**config.mk**
```make
export PLATFORM = sky130hd
export DESIGN_NAME = mem_port_arbiter
export DESIGN_NICKNAME = d
export VERILOG_FILES = /design/src/rtl/mem_port_arbiter.sv
export SDC_FILE = /design/constraint.sdc
export NUM_CORES = 1
export LEC_CHECK = 0
export ABC_CLOCK_PERIOD_IN_PS = 1900
export CORE_MARGIN = 2
export CORE_UTILIZATION = 30
export CTS_BUF_LIST = sky130_fd_sc_hd__clkbuf_4 sky130_fd_sc_hd__clkbuf_8
export DETAILED_ROUTE_END_ITERATION = 12
export GPL_TIMING_DRIVEN = 0
export HOLD_SLACK_MARGIN = 0.05
export SYNTH_ARGS = -nofsm -noshare
export SYNTH_HDL_FRONTEND = slang
export SYNTH_SLANG_ARGS = --single-unit
```
**constraint.sdc**
```tcl
create_clock -name clk -period 1.9 [get_ports clk]
set_input_delay 0.19 -clock clk [delete_from_list [all_inputs] [get_ports clk]]
set_output_delay 0.19 -clock clk [all_outputs]
set_load 0.02 [all_outputs]
```
**src/rtl/mem_port_arbiter.sv**
```systemverilog
// mem_port_arbiter: shares one variable-latency memory port between IF and MEM with starvation and ack-timeout bounds
module mem_port_arbiter #(
  parameter int MAX_IWAIT   = 4,
  parameter int ACK_TIMEOUT = 16
) (
  input  logic        clk,
  input  logic        rst,
  input  logic        i_req,
  input  logic [31:0] i_addr,
  output logic [31:0] i_rdata,
  output logic        i_ready,
  input  logic        d_req,
  input  logic        d_we,
  input  logic [3:0]  d_be,
  input  logic [31:0] d_addr,
  input  logic [31:0] d_wdata,
  output logic [31:0] d_rdata,
  output logic        d_ready,
  output logic        m_req,
  output logic        m_we,
  output logic [3:0]  m_be,
  output logic [31:0] m_addr,
  output logic [31:0] m_wdata,
  input  logic        m_ack,
  input  logic [31:0] m_rdata,
  output logic        bus_err,
  output logic        stall_if,
  output logic        stall_mem
);
  typedef enum logic [1:0] {IDLE, ISSUE, RESP} state_t;
  state_t      state_q, state_d;
  logic        own_d_q, own_d_d;
  logic        m_req_q, m_req_d, m_we_q, m_we_d;
  logic [3:0]  m_be_q, m_be_d, iwait_cnt_q, iwait_cnt_d;
  logic [31:0] m_addr_q, m_addr_d, m_wdata_q, m_wdata_d;
  logic [31:0] i_rdata_q, i_rdata_d, d_rdata_q, d_rdata_d;
  logic        i_ready_q, i_ready_d, d_ready_q, d_ready_d, bus_err_q, bus_err_d;
  logic [7:0]  tmo_cnt_q, tmo_cnt_d;
  logic        i_go, d_go, grant_if, tmo_hit;
  // a requester whose ready is showing this cycle is finishing, not asking again
  assign i_go     = i_req & ~i_ready_q;
  assign d_go     = d_req & ~d_ready_q;
  assign grant_if = i_go & (~d_go | (iwait_cnt_q == 4'(MAX_IWAIT)));
  assign tmo_hit  = tmo_cnt_q == 8'(ACK_TIMEOUT - 1);
  // next-state, grant latching, response capture and timeout handling
  always_comb begin
    state_d     = state_q;
    own_d_d     = own_d_q;
    m_req_d     = m_req_q;
    m_we_d      = m_we_q;
    m_be_d      = m_be_q;
    m_addr_d    = m_addr_q;
    m_wdata_d   = m_wdata_q;
    i_rdata_d   = i_rdata_q;
    d_rdata_d   = d_rdata_q;
    iwait_cnt_d = iwait_cnt_q;
    i_ready_d   = 1'b0;
    d_ready_d   = 1'b0;
    bus_err_d   = 1'b0;
    tmo_cnt_d   = 8'd0;
    case (state_q)
      IDLE: if (i_go | d_go) begin
        state_d     = ISSUE;
        own_d_d     = ~grant_if;
        m_req_d     = 1'b1;
        m_we_d      = ~grant_if & d_we;
        m_be_d      = grant_if ? 4'hF : d_be;
        m_addr_d    = grant_if ? i_addr : d_addr;
        m_wdata_d   = grant_if ? 32'h0 : d_wdata;
        iwait_cnt_d = grant_if ? 4'd0 : iwait_cnt_q + 4'(i_go);
      end
      ISSUE: if (m_ack) begin
        state_d   = RESP;
        m_req_d   = 1'b0;
        i_ready_d = ~own_d_q;
        d_ready_d = own_d_q;
        i_rdata_d = own_d_q ? i_rdata_q : m_rdata;
        d_rdata_d = (own_d_q & ~m_we_q) ? m_rdata : d_rdata_q;
      end else if (tmo_hit) begin
        state_d   = IDLE;
        m_req_d   = 1'b0;
        bus_err_d = 1'b1;
        i_ready_d = ~own_d_q;
        d_ready_d = own_d_q;
        i_rdata_d = own_d_q ? i_rdata_q : 32'h0;
        d_rdata_d = own_d_q ? 32'h0 : d_rdata_q;
      end else begin
        tmo_cnt_d = tmo_cnt_q + 8'd1;
      end
      RESP: state_d = IDLE;
      default: state_d = IDLE;
    endcase
  end
  // state and output registers, cleared synchronously
  always_ff @(posedge clk) begin
    if (rst) begin
      state_q     <= IDLE;
      own_d_q     <= 1'b0;
      m_req_q     <= 1'b0;
      m_we_q      <= 1'b0;
      m_be_q      <= 4'h0;
      m_addr_q    <= 32'h0;
      m_wdata_q   <= 32'h0;
      i_rdata_q   <= 32'h0;
      d_rdata_q   <= 32'h0;
      i_ready_q   <= 1'b0;
      d_ready_q   <= 1'b0;
      bus_err_q   <= 1'b0;
      iwait_cnt_q <= 4'd0;
      tmo_cnt_q   <= 8'd0;
    end else begin
      state_q     <= state_d;
      own_d_q     <= own_d_d;
      m_req_q     <= m_req_d;
      m_we_q      <= m_we_d;
      m_be_q      <= m_be_d;
      m_addr_q    <= m_addr_d;
      m_wdata_q   <= m_wdata_d;
      i_rdata_q   <= i_rdata_d;
      d_rdata_q   <= d_rdata_d;
      i_ready_q   <= i_ready_d;
      d_ready_q   <= d_ready_d;
      bus_err_q   <= bus_err_d;
      iwait_cnt_q <= iwait_cnt_d;
      tmo_cnt_q   <= tmo_cnt_d;
    end
  end
  assign m_req     = m_req_q;
  assign m_we      = m_we_q;
  assign m_be      = m_be_q;
  assign m_addr    = m_addr_q;
  assign m_wdata   = m_wdata_q;
  assign i_rdata   = i_rdata_q;
  assign d_rdata   = d_rdata_q;
  assign i_ready   = i_ready_q;
  assign d_ready   = d_ready_q;
  assign bus_err   = bus_err_q;
  assign stall_if  = i_req & ~i_ready_q;
  assign stall_mem = d_req & ~d_ready_q;
endmodule

```
; ---- Word-level counts from Yosys, hierarchy flattened
; Cells that the tools add are included.
[totals]
output_inout_bits = 139
register_bits = 152
[op_classes]
n_eq_ne = 6
addsub = 2
n_bitwise = 14
n_reduce_logical = 12
mux = 25
[op_table]
columns = operator, n
row1 = 32-bit two-way mux, 10
row2 = 8-bit by 1-bit adder with 8-bit output (second input constant), 1
row3 = 8-bit by 4-bit equality test with 1-bit output (second input constant), 1
row4 = 1-bit two-way mux, 8
row5 = 4-bit two-way mux, 2
row6 = 1-bit inverter, 7
row7 = 2-bit two-way mux, 3
row8 = 3-bit AND reduction, 2
row9 = 2-bit nonzero test, 3
row10 = 1-bit bitwise AND, 5
row11 = 4-bit by 1-bit adder with 4-bit output, 1
row12 = 4-bit by 3-bit equality test with 1-bit output (second input constant), 1
row13 = 2-bit case mux with 2 select lines, 1
row14 = 2-bit AND reduction, 2
row15 = 4-bit AND reduction, 1
row16 = 4-bit OR reduction, 1
row17 = 3-bit inequality test (second input constant), 1
row18 = 3-bit OR reduction, 1
row19 = 2-bit by 1-bit equality test with 1-bit output (second input constant), 1
row20 = 2-bit zero test, 1
row21 = 2-bit by 1-bit inequality test with 1-bit output (second input constant), 1
row22 = 2-bit inequality test (second input constant), 1
row23 = 1-bit OR, 2
row24 = 1-bit case mux with 2 select lines, 1
row25 = 2-bit OR reduction, 1

; ---- Longest topological paths before layout
; Gate-level depths: netlist of run 1.
[depth]
word_depth = 7
depth_mapped = 7
ltp_nobuf = 7

; ---- Least setup slack after synthesis of run 1
; Ideal clock, no wire load.
[synth_path]
path_type = flip-flop to flip-flop
start = reg d_ready_q (netlist: d_ready)
end = reg m_addr_q[4] (netlist: m_addr[4])
t_arrival_ps = 1541
slack_ps = 231
n_path_buf = 1
path_stages_with_launch = 7
setup_ps = 128
period_less_slack_ps = 1669
path_cell_list = dfxtp_1 > nand2b_2 > inv_1 > o21ai_2 > clkbuf_1 > a222oi_1 > nor2_1
[synth_between]
elab_chain_len = 6
word_cells_on_any_way = 8
cone_classes = 1 x mux / 6 x bitwise / 1 x reduce/logical
[synth_rtl]
columns = item, line_no
row1 = start: declaration, 37  ; logic i_ready_q, i_ready_d, d_ready_q, d_ready_d, bus_err_q, bus_err_d;
row2 = start signal: assignment, 122  ; d_ready_q <= d_ready_d;
row3 = 1-bit inverter *, --
row4 = 1-bit bitwise AND *, --
row5 = named net stall_mem, 28  ; output logic stall_mem
row6 = 1-bit inverter, 43  ; assign grant_if = i_go & (~d_go | (iwait_cnt_q == 4'(MAX_IWAIT)));
row7 = 1-bit OR, 43
row8 = 1-bit bitwise AND, 43
row9 = 32-bit two-way mux, 68  ; m_addr_d = grant_if ? i_addr : d_addr;
row10 = end signal: assignment, 117  ; m_addr_q <= m_addr_d;
row11 = end: declaration, 35  ; logic [31:0] m_addr_q, m_addr_d, m_wdata_q, m_wdata_d;
; The timed path passes the listed nets; every way through them passes the cells marked *.
; A chain may end at the register's enable or synchronous reset.

; ---- Worst setup path in the final report of run 1
[layout_path]
start = reg d_ready_q (netlist: d_ready)
end = reg m_addr_q[7] (netlist: m_addr[7])
[layout_between]
elab_chain_len = 6
word_cells_on_any_way = 8
cone_classes = 1 x mux / 6 x bitwise / 1 x reduce/logical
[layout_rtl]
columns = item, line_no
row1 = 1-bit inverter *, 42  ; assign d_go = d_req & ~d_ready_q;
row2 = 1-bit bitwise AND *, 42
row3 = 1-bit inverter, 43
row4 = 1-bit OR, 43
row5 = 1-bit bitwise AND, 43
row6 = 32-bit two-way mux, 68
; Every way passes the cells marked *; elsewhere a longest branch is shown, timed or not.

==> reports/qor.yml, run 1 <==
status:
  status: "complete, no violations"
clocking:
  path_clk_slew_ps: 90
  cts_buffers: 17
  cts_buffer_depth: 2
  cts_tree: "built"
  insertion_delay_ps: 440
  root_buffer: "clkbuf_8"
  ctsHoldBuffers: 0
  h-tree-depth: 4
  cts_sinks: 152
die:
  core-area_sq_mm: 0.0172
  row_count: 48
  ioPinCount: 277
  dieWidth_um: 136
  die_y_um: 136
  die_area_sq_mm: 0.0186
  initial_core_util: 0.305
worst_setup_path:
  cp.required_ps: 2280
  cp.arrival_ps: 2210
  max_stage_delay_ps: 410
  crit_chain: "nand2b_2 -> inv_1 -> o21ai_2 -> buf_1 -> a222oi_1 -> nor2_1"
  crit_buf_inv: 2
  slowest_stage: "buf_1"
  endpoint_kind: "register"
  path_max_fanout: 10
  critPathKind: "reg2reg"
  crit_path_start_kind: "register"
  path_delay_family: "compound AO/OA/AOI/OAI gates"
logic_synthesis:
  ys_types: 40
  synth_seq_cells: 152
  synth.most_common_cell: "dfxtp_1"
  synth_top_area_share: 0.578
  postSynthAreaPerCell_sq_um: 10.4
  yosysTopAreaCell: "dfxtp_1"
  ys_top_cells_by_count: "152 x dfxtp_1, 67 x a22o_1, 46 x nor2_1"
  postSynth.asyncResetShare: 0
  synth-main-ff-cell: "dfxtp_1"
  synth_area_leaders: "dfxtp_1 58%, a22o_1 11%, a222oi_1 5.3%, nand3_1 3.4%, nor2_1 3.3%"
  synth_area_sq_mm: 0.00527
  synth_edf_count: 0
  synth_nets: 649
  synth_warnings: 0
  syn_inst: 508
  ys_seq_area_frac: 0.578
timing:
  tightest_slew_ps: 721
  fmax_mhz: 545
  grt_setup_unrepaired: "yes"
  final.min_clock_period_ps: 1830
  hold_viol_final: 0
  relSlewSlack: 0.515
  finalSetupViolations: 0
  fin_crit_sh: 0.965
  slew_viol_final: 0
  skew_ps: 13.6
cells_and_area:
  final_nets: 946
  design_area_sq_mm: 0.00878
  area_growth_pct: 66.8
  diodes: 0
  drive_gt1_frac: 0.0856
  postLayoutCoreUtil: 0.509
routing:
  vias: 5155
  totalWireLength_mm: 17.8
  drc: 0
  wl_per_cell_um: 17.0
  drtIter0Drc: 313
  viasPerCell: 4.94
  firstDrtPassIters: 5
  detail-route-antenna-nets: 0
pwr:
  power.density_mw_per_mm2: 865
  p_total_uw: 7600
  vdd_drop_max_v: 0.000389
  leakage_uw: 0.00324
placed_design:
  place.gp.congestion: 0.794
  io_buffers: 275
  placed_area_sq_mm: 0.00830
  hpwlAfterDp_mm: 13.7
flow_run:
  cap_violations: 0
grt:
  grt_first_pass_wirelength_mm: 27.0
  grt_use_total: 0.187
  grt_pass1_vias: 5206
  grt_max_degree: 17
  grt.overflow.total: 0
  antenna_found_initial: 0
min_path:
  worstHoldPathType: "in2reg"
## kinds of logic (layout without fill, tap and decap cells)
logic type,Yosys count,count (layout),share of synthesized area
DFF,152,152,0.578
and+or+nand+nor,149,149,0.131
AOI/OAI and AO/OA,147,147,0.228
buffers and inverters,49,359,0.0425
xor gates and xnor gates,8,8,0.0133
adders and majority gates,3,3,0.00713
## final cells by class
cell class,instances,area [sq um]
plain buffers,43,218
clock buffers,18,241
clock inverters,14,173
fillers,1526,8460
inverters,6,22.5
multi-input cells,307,2020
flip-flops and latches,152,3040
well taps,225,282
repair buffers,278,2790
## final timing paths
check	from	to	slack [ps]	cells past startpoint
worst max-delay path	d_ready	m_addr[7]	70	6
worst min-delay path	d_addr[15]	m_addr[15]	290	3
worst max register to register	d_ready	m_addr[7]	70	6
worst min register to register	tmo_cnt_q[0]	tmo_cnt_q[0]	450	1
## worst reg2reg max path: stages, from the launching register on
cell and delay, ps:
dfxtp_1 350, nand2b_2 230, inv_1 110, o21ai_2 340, buf_1 420, a222oi_1 210, nor2_1 110
## layout by cell type, fill, tap and decap left out, types with 3 or more instances in the layout
cell               n
a211oi_1           3
a21oi_1           32
a222oi_1          28
a22o_1            67
a22oi_1            4
and3_1             3
buf_1              6
buf_2             15
buf_4              3
buf_6              4
bufinv_16          3
clkbuf_1          14
clkbuf_2           3
clkbuf_8          17
clkdlybuf4s50_1  273
clkinv_2           3
clkinv_4           3
dfxtp_1          152
ha_1               3
inv_1              5
inv_6              3
nand2_1           41
nand3_1           36
nor2_1            45
nor2b_1            5
nor3_1             8
o21ai_0            5
xnor2_1            5
xor2_1             3
## timing repair
action	CTS	global route
pin swaps	0	2
resized for setup	5	14
hold endpoints to repair	0	0
endpoints found under the setup margin	47	82
buffers inserted	0	3
## through the flow
stage | setup WS [ps] | TNS (ps) | cells | hold WS [ps]
3_3_place_gp | -495 | -20550 | 1008 | 431
4_1_cts | 5.03 | 0 | 1040 | 264
5_1_grt | -105 | -1350 | 1043 | 286
2_1_floorplan | 231 | 0 | 508 | 299
3_5_place_dp | -551 | -24490 | 1008 | 435
6_report | 66.3 | 0 | 1043 | 295
## sequential cells by signal, summed over array words and instances, names as in the netlist, 2 cells and up
name and count:
d_rdata 32, i_rdata 32, iwait_cnt_q 4, m_addr 32, m_be 4, m_wdata 32, state_q 2, tmo_cnt_q 8
## report_power, final
part           internal (uW)  switching (uW)  total [uW]
Sequential              3380             115        3500
Combinational            789             729        1520
Clock                   1320            1260        2580
## routing by layer
| metal | up-vias | global-route usage | share of wire | wire (um) |
|---|---|---|---|---|
| met1 | 2440 | 0.215 | 0.40 | 7160 |
| met2 | 230 | 0.322 | 0.49 | 8670 |
| li1 | 2465 | - | - | - |
| met3 | 20 | 0.0694 | 0.094 | 1680 |
| met4 | 0 | 0.0584 | 0.015 | 259 |
| met5 | - | 0 | 0 | 0 |
Power figures use the tool's default switching activity.
==> run 2, diff against run 1 <==
CORE_ASPECT_RATIO = 2   (was unset)
==> reports/qor.yml, run 2 (synthesis results as in run 1) <==
status:
  status: "complete, no violations"
grt:
  grt_first_pass_wirelength_mm: 27.7
  grt.overflow.total: 0
  antenna_found_initial: 0
  grt_max_degree: 17
  grt_pass1_vias: 5289
  grt_use_total: 0.188
die:
  dieWidth_um: 97.7
  die_area_sq_mm: 0.0187
  ioPinCount: 277
  initial_core_util: 0.306
  die_y_um: 191
  row_count: 68
  core-area_sq_mm: 0.0172
clocking:
  path_clk_slew_ps: 90
  postCtsSetupBuffers: 0
  insertion_delay_ps: 450
  cts_tree: "built"
  root_buffer: "clkbuf_8"
  h-tree-depth: 4
  cts_buffer_depth: 2
  cts_buffers: 17
  ctsHoldBuffers: 0
  cts_sinks: 152
pwr:
  power.density_mw_per_mm2: 874
  internal_power_uw: 5540
  switchingPower_uw: 2110
  swShare: 0.276
  vdd_drop_max_v: 0.000473
  leakage_uw: 0.00324
  p_comb_frac: 0.198
  pwr-share-seq: 0.456
  clock_power_share: 0.346
timing:
  tightest_slew_ps: 551
  finalSetupViolations: 0
  final.min_clock_period_ps: 1770
  fin_tns_setup_ps: 0
  fmax_mhz: 564
  skew_ps: 15.7
  fin_crit_sh: 0.933
  relSlewSlack: 0.633
  slew_viol_final: 0
  hold_viol_final: 0
  grt_setup_unrepaired: "no"
worst_setup_path:
  cp.required_ps: 2290
  cp.arrival_ps: 2160
  crit_chain: "ha_1 -> and3_1 -> clkbuf_2 -> a21o_1 -> a31oi_4 -> buf_6 -> a22o_1"
  critPathKind: "reg2reg"
  crit_path_start_kind: "register"
  endpoint_kind: "register"
  path_delay_family: "compound AO/OA/AOI/OAI gates"
  crit_buf_inv: 2
  path_max_fanout: 10
  max_stage_delay_ps: 330
  slowest_stage: "dfxtp_1"
  rrSetupSlack_ps: 130
placed_design:
  dpl.cell_count: 993
  place.gp.congestion: 0.824
  io_buffers: 275
  hpwlAfterDp_mm: 14.3
min_path:
  worstHoldPathType: "in2reg"
flow_run:
  cap_violations: 0
routing:
  totalWireLength_mm: 18.0
  vias: 5121
  detail-route-antenna-nets: 0
  viasPerCell: 5.00
  wl_per_cell_um: 17.6
  drc: 0
  drtIter0Drc: 216
  firstDrtPassIters: 8
cells_and_area:
  drive_gt1_frac: 0.0871
  final_nets: 943
  diodes: 0
  final_cell_mix: "273 x clkdlybuf4s50_1, 152 x dfxtp_1, 67 x a22o_1"
  postLayoutCoreUtil: 0.509
  final_cells: 1025
  area_growth_pct: 66.3
  layout_commonest_cell: "clkdlybuf4s50_1"
-- run 2: changes by cell type in the layout (fill, tap and decap cells not counted), moves of 2 or more --
cell / change
buf_1: -2
clkbuf_1: -2
clkbuf_2: +2
clkbuf_8: +2
clkinv_2: -2
clkinvlp_4: +2
-- run 2: metrics by stage --
stage               hold WS, ps  worst slack [ps]  instance area, sq um  total power [uW]
finish                      313               127                  8750              7650
detailed placement          443              -347                  8280              5080
floorplan                   299               231                  5270              4230
CTS                         281              4.80                  8720              7750
global route                302              5.32                  8750              7990
global placement            430              -337                  8280              5050
-- run 2: cell type report --
| type | instances | area [sq um] |
|---|---|---|
| buffer | 43 | 230 |
| multi-input combinational | 307 | 2020 |
| clock inverter | 13 | 169 |
| sequential | 152 | 3040 |
| inverter | 6 | 22.5 |
| tap | 210 | 263 |
| timing repair buffer | 275 | 2750 |
| clock buffer | 19 | 262 |
| fill | 1619 | 8430 |
-- run 2: worst paths after layout --
| path | from | endpoint | depth (start not counted) |
|---|---|---|---|
| max | tmo_cnt_q[0] | i_rdata[29] | 7 |
| min | d_addr[15] | m_addr[15] | 3 |
| min reg2reg | tmo_cnt_q[0] | tmo_cnt_q[0] | 1 |
| max reg2reg | tmo_cnt_q[0] | i_rdata[29] | 7 |
-- run 2: layer usage --
metal	wire [um]	GRT usage	vias up	part of all wire
met2	9940	0.353	214	0.55
li1	-	-	2470	-
met1	6340	0.184	2402	0.35
met5	0	0	-	0
met3	1150	0.0596	35	0.064
met4	599	0.0871	0	0.033
-- run 2: power by group through the flow --
stage                     logic, uW  clock network, uW  registers (uW)
after CTS                      1520               2740            3490
final                          1510               2650            3490
after detailed placement       1510                  0            3560
after global routing           1610               2860            3520
after global placement         1490                  0            3560
after floorplan                 457                  0            3780
-- run 2: repair_timing --
action,CTS,global route
endpoints found under the setup margin,54,95
pin swaps,0,2
gates cloned,0,0
resized for setup,5,26
-- run 2: tightest hold or removal path, stage by stage --
cell,delay [ps]
clkdlybuf4s50_1,400
nand2_1,50
o21ai_0,70
==> run 3, diff against run 2 <==
--- a/config.mk
+++ b/config.mk
@@ -8,10 +8,11 @@
 export ABC_CLOCK_PERIOD_IN_PS = 1900
 export CORE_ASPECT_RATIO = 2
-export CORE_MARGIN = 2
-export CORE_UTILIZATION = 30
+export CORE_MARGIN = 8
+export CORE_UTILIZATION = 41
 export CTS_BUF_LIST = sky130_fd_sc_hd__clkbuf_4 sky130_fd_sc_hd__clkbuf_8
 export DETAILED_ROUTE_END_ITERATION = 12
 export GPL_TIMING_DRIVEN = 0
 export HOLD_SLACK_MARGIN = 0.05
+export PLACE_DENSITY = 0.83
 export SYNTH_ARGS = -nofsm -noshare
 export SYNTH_HDL_FRONTEND = slang
==> constraint.sdc (replaced) <==
create_clock -name clk -period 1.9 [get_ports clk]
set_input_delay 0.57 -clock clk [delete_from_list [all_inputs] [get_ports clk]]
set_output_delay 0.57 -clock clk [all_outputs]
set_load 0.02 [all_outputs]
==> reports/qor.yml, run 3 (synthesis results as in run 1) <==
die:
  ioPinCount: 277
  die_area_sq_mm: 0.0169
  die_y_um: 176
  dieWidth_um: 96.1
  core-area_sq_mm: 0.0126
  row_count: 58
  initial_core_util: 0.419
timing:
  fin_crit_sh: 0.949
  fin_tns_setup_ps: 0
  timing.hold.ws_ps: 455
  tightest_slew_ps: 587
  finalSetupViolations: 0
  slew_viol_final: 0
  relSlewSlack: 0.609
  skew_ps: 11.0
  fmax_mhz: 555
  final.min_clock_period_ps: 1800
  hold_viol_final: 0
  fin_ws_ps: 97.5
  grt_setup_unrepaired: "no"
pwr:
  clock_power_share: 0.315
  leakage_uw: 0.00381
  vdd_drop_max_v: 0.000534
  swShare: 0.302
  switchingPower_uw: 2160
  p_comb_frac: 0.198
  power.density_mw_per_mm2: 846
  internal_power_uw: 5000
  pwr-share-seq: 0.487
min_path:
  worstHoldPathType: "reg2reg"
  worstHoldStart: "tmo_cnt_q[0]"
  min_path_cells: 1
  hold_end: "tmo_cnt_q[0]"
worst_setup_path:
  r2r-end: "m_be[2]"
  rr_worst_depth: 7
  rrSetupSlack_ps: 120
  cp.arrival_ps: 2180
  critPathKind: "in2reg"
  path_delay_family: "buffers and inverters"
  worstReg2RegStart: "i_ready"
  crit_path_start_kind: "input pin"
  path_max_fanout: 10
  max_stage_delay_ps: 490
  crit_path_start: "m_ack"
  cp.required_ps: 2270
  endpoint_kind: "register"
  crit_chain: "clkdlybuf4s50_1 -> inv_1 -> nor4_2 -> buf_2 -> a22o_1"
  crit_buf_inv: 3
  slowest_stage: "clkdlybuf4s50_1"
cells_and_area:
  diodes: 0
  drive_gt1_frac: 0.0966
  layout_commonest_cell: "dfxtp_1"
  n_fill_cell: 1061
  ff_latch_area_sq_mm: 0.00304
  area_growth_pct: 60.8
  final_nets: 946
  multi_input_area_sq_mm: 0.00202
  design_area_sq_mm: 0.00847
  final_cell_mix: "152 x dfxtp_1, 139 x dlygate4sd2_1, 134 x clkdlybuf4s50_1"
  postLayoutCoreUtil: 0.675
placed_design:
  io_buffers: 275
  place.gp.congestion: 0.801
  hpwlAfterDp_mm: 15.2
  dp_slack_ps: -686
  placed_area_sq_mm: 0.00821
status:
  status: "complete, no violations"
flow_run:
  cap_violations: 0
grt:
  grt_first_pass_wirelength_mm: 29.5
  grt_use_total: 0.223
  antenna_found_initial: 0
  grt_pass1_vias: 5741
  grt.overflow.total: 0
  grt_max_degree: 17
clocking:
  cts_tree: "built"
  cts_buffers: 17
  root_buffer: "clkbuf_8"
  cts_sinks: 152
  path_clk_slew_ps: 80
  h-tree-depth: 4
  insertion_delay_ps: 430
  cts_buffer_depth: 2
routing:
  vias: 5290
  detail-route-antenna-nets: 0
  drc: 0
  wl_per_cell_um: 19.9
  firstDrtPassIters: 5
  totalWireLength_mm: 19.2
  drtIter0Drc: 275
  viasPerCell: 5.46
run 3: what timing repair did:
item                       4_1_cts  5_1_grt
setup endpoints to repair      215       61
resized for setup              162       14
buffers inserted                 3        1
hold buffers                     0        0
pin swaps                        0        1
run 3: cell type report:
cell class,instances,area share
flip-flops and latches,152,0.359
repair buffers,279,0.310
multi-input cells,307,0.239
clock buffers,18,0.0285
plain buffers,42,0.0250
well taps,150,0.0222
clock inverters,14,0.0136
inverters,6,0.00296
run 3: per-stage QoR:
step	power, uW	std cells
floorplan	4230	508
detailed placement	5080	933
global placement	5040	933
CTS	7210	968
finish	7160	968
global route	7470	968
run 3: power groups by stage:
stage	clock (uW)	combinational (uW)	sequential, uW
4_1_cts	2300	1420	3490
3_5_place_dp	0	1520	3570
6_report	2250	1420	3490
2_1_floorplan	0	457	3780
3_3_place_gp	0	1490	3550
5_1_grt	2440	1510	3510
run 3: worst max-delay path by stage:
stage                  endpoint  slack, ps  cells past startpoint
global placement      stall_mem       -680                      4
finish              i_rdata[25]        100                      5
CTS                  d_rdata[5]          9                      7
global route            m_be[2]          9                      7
floorplan             m_addr[4]        170                      6
detailed placement    stall_mem       -690                      4
run 3: layer usage:
metal  GRT usage  vias to the layer above  wire, um
li1            -                     2469         -
met4       0.115                        0       850
met3      0.0834                       51      1750
met5           0                        -         0
met2       0.401                      248     10200
met1       0.207                     2522      6480
